**src/rtl/dmem_arb_pkg.sv**
```systemverilog
// Shared types and constants for the data-memory port arbiter.
package dmem_arb_pkg;

  // Owner of the most recent grant.
  typedef enum logic [1:0] {
    IDLE = 2'd0,
    CORE = 2'd1,
    DBG  = 2'd2
  } arb_state_e;

  localparam int unsigned PORT_CORE = 0;
  localparam int unsigned PORT_DBG  = 1;
  localparam int unsigned NUM_PORTS = 2;

endpackage

```
**src/rtl/dmem_arb_sat_cnt.sv**
```systemverilog
// Up-counter that sticks at MAX; a clear takes precedence over an increment.
module dmem_arb_sat_cnt #(
  parameter int unsigned MAX = 4,
  parameter int unsigned W   = $clog2(MAX + 1)
) (
  input  logic         clk,
  input  logic         rst,
  input  logic         inc_i,
  input  logic         clr_i,
  output logic [W-1:0] cnt_o
);

  logic [W-1:0] cnt_q, cnt_d;

  always_comb begin
    cnt_d = cnt_q;
    if (clr_i) begin
      cnt_d = '0;
    end else if (inc_i && (cnt_q != W'(MAX))) begin
      cnt_d = cnt_q + W'(1);
    end
  end

  always_ff @(posedge clk or negedge rst) begin
    if (!rst) begin
      cnt_q <= '0;
    end else begin
      cnt_q <= cnt_d;
    end
  end

  assign cnt_o = cnt_q;

endmodule

```
**src/rtl/dmem_port_arbiter.sv**
```systemverilog
// Core/debug arbiter for the single-ported data memory with registered read return.
// Define DMEM_ARB_RR_EN for round-robin instead of fixed core priority on contention.
module dmem_port_arbiter
  import dmem_arb_pkg::*;
#(
  parameter int unsigned AW         = 32,
  parameter int unsigned DW         = 32,
  parameter int unsigned STARVE_MAX = 4,
  parameter int unsigned LOCK_MAX   = 8
) (
  input  logic          clk,
  input  logic          rst,
  input  logic          c_valid,
  input  logic          c_we,
  input  logic [AW-1:0] c_addr,
  input  logic [DW-1:0] c_wdata,
  output logic          c_ready,
  output logic          c_rvalid,
  output logic [DW-1:0] c_rdata,
  input  logic          d_valid,
  input  logic          d_we,
  input  logic [AW-1:0] d_addr,
  input  logic [DW-1:0] d_wdata,
  input  logic          d_lock,
  output logic          d_ready,
  output logic          d_rvalid,
  output logic [DW-1:0] d_rdata,
  output logic          mem_we,
  output logic [AW-1:0] mem_addr,
  output logic [DW-1:0] mem_wd,
  input  logic [DW-1:0] mem_rd
);

  localparam int unsigned SW = $clog2(STARVE_MAX + 1);
  localparam int unsigned LW = $clog2(LOCK_MAX + 1);

  arb_state_e    state_q, state_d;
  logic          c_gnt, d_gnt;
  logic [SW-1:0] starve_cnt;
  logic [LW-1:0] lock_cnt;
  logic          lock_hold, starved;
  logic          c_rvalid_q, d_rvalid_q;
  logic [DW-1:0] c_rdata_q, d_rdata_q;

  assign lock_hold = (state_q == DBG) && d_lock && (lock_cnt < LW'(LOCK_MAX));
  assign starved   = (starve_cnt == SW'(STARVE_MAX));

  // Grant selection; reset suppresses every grant so the memory is left idle.
  always_comb begin
    c_gnt   = 1'b0;
    d_gnt   = 1'b0;
    state_d = IDLE;
    if (rst) begin
      if (c_valid && d_valid) begin
        if (lock_hold || starved) begin
          d_gnt = 1'b1;
        end
`ifdef DMEM_ARB_RR_EN
        else if (state_q == CORE) begin
          d_gnt = 1'b1;
        end
`endif
        else begin
          c_gnt = 1'b1;
        end
      end else begin
        c_gnt = c_valid;
        d_gnt = d_valid;
      end
    end
    if (c_gnt) begin
      state_d = CORE;
    end else if (d_gnt) begin
      state_d = DBG;
    end
  end

  always_ff @(posedge clk or negedge rst) begin
    if (!rst) begin
      state_q <= IDLE;
    end else begin
      state_q <= state_d;
    end
  end

  dmem_arb_sat_cnt #(.MAX(STARVE_MAX), .W(SW)) u_starve_cnt (
    .clk   (clk),
    .rst   (rst),
    .inc_i (d_valid && !d_gnt),
    .clr_i (d_gnt),
    .cnt_o (starve_cnt)
  );

  dmem_arb_sat_cnt #(.MAX(LOCK_MAX), .W(LW)) u_lock_cnt (
    .clk   (clk),
    .rst   (rst),
    .inc_i (d_gnt && d_lock),
    .clr_i (c_gnt || !d_lock),
    .cnt_o (lock_cnt)
  );

  // Memory side follows the granted port; idle bus is driven to zero.
  always_comb begin
    mem_we   = 1'b0;
    mem_addr = '0;
    mem_wd   = '0;
    if (c_gnt) begin
      mem_we   = c_we;
      mem_addr = c_addr;
      mem_wd   = c_wdata;
    end else if (d_gnt) begin
      mem_we   = d_we;
      mem_addr = d_addr;
      mem_wd   = d_wdata;
    end
  end

  // Load data is captured at the grant edge and flagged valid for one cycle.
  always_ff @(posedge clk or negedge rst) begin
    if (!rst) begin
      c_rvalid_q <= 1'b0;
      d_rvalid_q <= 1'b0;
      c_rdata_q  <= '0;
      d_rdata_q  <= '0;
    end else begin
      c_rvalid_q <= c_gnt && !c_we;
      d_rvalid_q <= d_gnt && !d_we;
      if (c_gnt && !c_we) begin
        c_rdata_q <= mem_rd;
      end
      if (d_gnt && !d_we) begin
        d_rdata_q <= mem_rd;
      end
    end
  end

  assign c_ready  = c_gnt;
  assign d_ready  = d_gnt;
  assign c_rvalid = c_rvalid_q;
  assign d_rvalid = d_rvalid_q;
  assign c_rdata  = c_rdata_q;
  assign d_rdata  = d_rdata_q;

endmodule
```
**config.mk**
```make
export PLATFORM = sky130hd
export DESIGN_NAME = dmem_port_arbiter
export DESIGN_NICKNAME = d
export VERILOG_FILES = /design/src/rtl/dmem_arb_pkg.sv /design/src/rtl/dmem_arb_sat_cnt.sv /design/src/rtl/dmem_port_arbiter.sv
export SDC_FILE = /design/constraint.sdc
export NUM_CORES = 1
export LEC_CHECK = 0
export ABC_AREA = 1
export BUFFER_PORTS_ARGS = -buffer_cell sky130_fd_sc_hd__buf_2
export CAP_MARGIN = 20
export CORE_AREA = 3 3 115 117
export DETAILED_ROUTE_END_ITERATION = 7
export DIE_AREA = 0 0 118 120
export PLACE_DENSITY = 0.64
export SLEW_MARGIN = 0
export SYNTH_ARGS = -nofsm -noshare
export SYNTH_HDL_FRONTEND = slang
export SYNTH_SLANG_ARGS = --single-unit
```
**constraint.sdc**
```tcl
create_clock -name clk -period 6.1 [get_ports clk]
set_clock_uncertainty 0.15 [all_clocks]
set_input_delay 1.22 -clock clk [delete_from_list [all_inputs] [get_ports clk]]
set_output_delay 1.22 -clock clk [all_outputs]
set_load 0.05 [all_outputs]
```
==> metrics.md <==
| Metric | Value |
|---|---|
| GRT Overall Usage | `21.1%` |
| Row cnt | `41` |
| Reg clk slew, reported paths | `0.06 ns` |
| Post-synthesis cell count | `~560` |
| Number of synthesized register bits | `between 70 and 80` |
| Slew Limit Fails | `0` |
| Vias | `4,523` |
| First-pass GRT wire length | `roughly 24,000 um` |
| Fmax achieved | `approximately 0.23 GHz` |
| GR Overflow Total | `0` |
| Port-buffer cells | `299` |
| Post-CTS setup buffers | `0` |
| DR iter-0 viols | `328` |
| Clk sinks | `75` |
| RSZ-0062 raised after global routing | `false` |
| Area leader, netlist | `dfrtp_1` |
| WS Path Type | `in2out` |
| Initial core utilization | `32.0%` |
| Die width | `118 um` |
| Number of inserted diodes | `0` |
| Status | `completed` |
| CTS max path bufs | `2` |
| Yosys top cell area share | `47.0%` |
| Commonest non-fill, non-tap cells in the layout | `nand2_1, buf_2, dfrtp_1, o21ai_0, inv_1` |
| HPWL after DPL | `11,700 um` |
| Die ar. | `0.0142 mm^2` |
| Mean Syn Cell Area | `7.17 um^2` |
| Max-slew headroom | `about two fifths` |
| Vias in the first global route | `4,250` |
| Area Overhead vs Synth | `46.8%` |
| DRT Pass-1 Iters | `5` |
| Fin. Hold Viols | `0` |
| Critical path required time | `4.73 ns` |
| Critical Path AT | `3.01 ns` |
| CTS tree | `built` |
| Post-DRT Antenna Nets | `0` |
| Final setup violation count | `0` |
| Max VDD drop | `around 0.00023 V` |
| Initial antenna violation count | `1` |
| Total wire length | `around 16,000 um` |
| Core Footprint | `0.0125 mm^2` |
| Tcrit/Tclk final | `71.8%` |
| Crit end category | `primary output` |
| GPL Wtd Cong | `0.955` |
| CTS root buf | `clkbuf_16` |
| CP max FO | `38` |
| Clock insertion delay at the later pin of the skew report | `0.33 ns` |
| Htree depth | `3` |
| Worst-Margin Slew | `roughly 0.87 ns` |
| Post-cts resize count | `0` |
| Maxcap violations | `0` |
| Fin crit period | `4.38 ns` |
| Residual DRC | `0` |
| Largest cells by area after synthesis | `dfrtp_1, nand2_1, o21ai_0, buf_6, nand2_2` |
| Syn Nets | `728` |
| Synth cell types | `22` |
| Mapped Area | `between 0.003 and 0.004 mm^2` |
| YS warnings | `0` |
| Largest net degree at the start of global routing | `69` |
| CTS Hold Bufs | `0` |
| Sequential area share after synthesis | `a little under half` |
| Setup crit start kind | `input port` |
| HP Class | `reg2reg` |
| Routed len/inst | `15.2 um` |
| Via density | `approximately 4.4` |
| IO Pins | `300` |
| Hold Slack | `approximately 0.32 ns` |
| Setup TNS | `0 ns` |
| CTS buffer count | `9` |
| Commonest non-fill, non-tap cell in the layout | `nand2_1` |
| Pwr dens | `361 mW/mm^2` |
| P_leak | `0.00363 uW` |
| Layout Nets | `approximately 1,000` |
| Share of layout cells above drive strength 1 | `40.2%` |
| Die height | `120 um` |
==> worst max-delay path, stage by stage <==
cell and delay, ns:
buf_4 0.20, nand2_1 0.16, a21oi_4 0.69, buf_12 0.28, nand2_1 0.07, nand2_1 0.08, buf_2 0.28
==> Yosys cell counts <==
| cell | number |
|---|---|
| xor2_1 | 2 |
| nor2_1 | 6 |
| clkbuf_1 | 10 |
| inv_1 | 13 |
| buf_6 | 8 |
| buf_4 | 4 |
| a21oi_1 | 5 |
| dfrtp_1 | 75 |
| buf_2 | 6 |
| o21ai_0 | 34 |
| inv_2 | 3 |
| nand2_1 | 358 |
| nand3_4 | 1 |
| ha_1 | 4 |
| nor3_1 | 2 |
| nand4_1 | 2 |
| a21oi_4 | 1 |
| nand2_2 | 11 |
| nand2_4 | 4 |
| nand3_1 | 5 |
| buf_12 | 1 |
| nor2_4 | 2 |
==> cell families after synthesis <==
group,share of synthesized area [%]
simple gates,39.3
flops,47.0
buf+inv,6.71
compound gates,5.30
fa+ha+maj,1.25
xor+xnor,0.439
==> layout make-up <==
class | instances | area [um^2]
multi-input combinational | 437 | 1850
timing repair buffer | 302 | 1550
inverter | 16 | 60.1
clock buffer | 11 | 253
tap | 172 | 215
fill | 1330 | 6610
clock inverter | 5 | 61.3
sequential | 75 | 1880
==> stage by stage <==
step	power, uW	instance area [um^2]	util (%)	instances	worst slack (ns)
2_1_floorplan	1320	3990	-	557	1.93
3_3_place_gp	1580	5530	44.3	1001	1.33
3_5_place_dp	1580	5550	44.5	1002	1.67
4_1_cts	2130	5860	47.0	1018	1.68
5_1_grt	2220	5860	47.0	1018	1.53
6_report	2110	5860	47.0	1018	1.72
==> flip-flops by register name, indices dropped and copies added (netlist names) <==
| signal | flops |
|---|---|
| u_starve_cnt.cnt_o | 3 |
| u_lock_cnt.cnt_o | 4 |
| d_rvalid | 1 |
| d_rdata | 32 |
| c_rdata | 32 |
| state_q | 2 |
| c_rvalid | 1 |
==> power breakdown <==
group / leakage (uW) / internal (uW) / switching, uW
Clock: 0.000144 / 340 / 205
Sequential: 0.000947 / 603 / 53.0
Combinational: 0.00254 / 201 / 711
==> worst paths after layout <==
| check | from | end | slack, ns | cells after the start |
|---|---|---|---|---|
| max | rst | mem_addr[26] | 1.72 | 7 |
| min | c_rdata[26] | c_rdata[26] | 0.32 | 2 |
| max reg2reg | u_starve_cnt.cnt_o[0] | c_rdata[16] | 3.52 | 11 |
| min reg2reg | c_rdata[26] | c_rdata[26] | 0.32 | 2 |
| max in group asynchronous | rst | c_rdata[5] | 4.11 | 2 |
| min in group asynchronous | rst | u_lock_cnt.cnt_o[2] | 0.58 | 1 |
==> routing by layer <==
metal	vias up	GRT usage [%]	part of all wire, %
met1	2029	28.2	42
met4	2	5.64	1.5
li1	2259	-	-
met5	-	0	0.071
met3	22	7.35	9.4
met2	211	32.8	47
(Power assumes the default switching activity.)
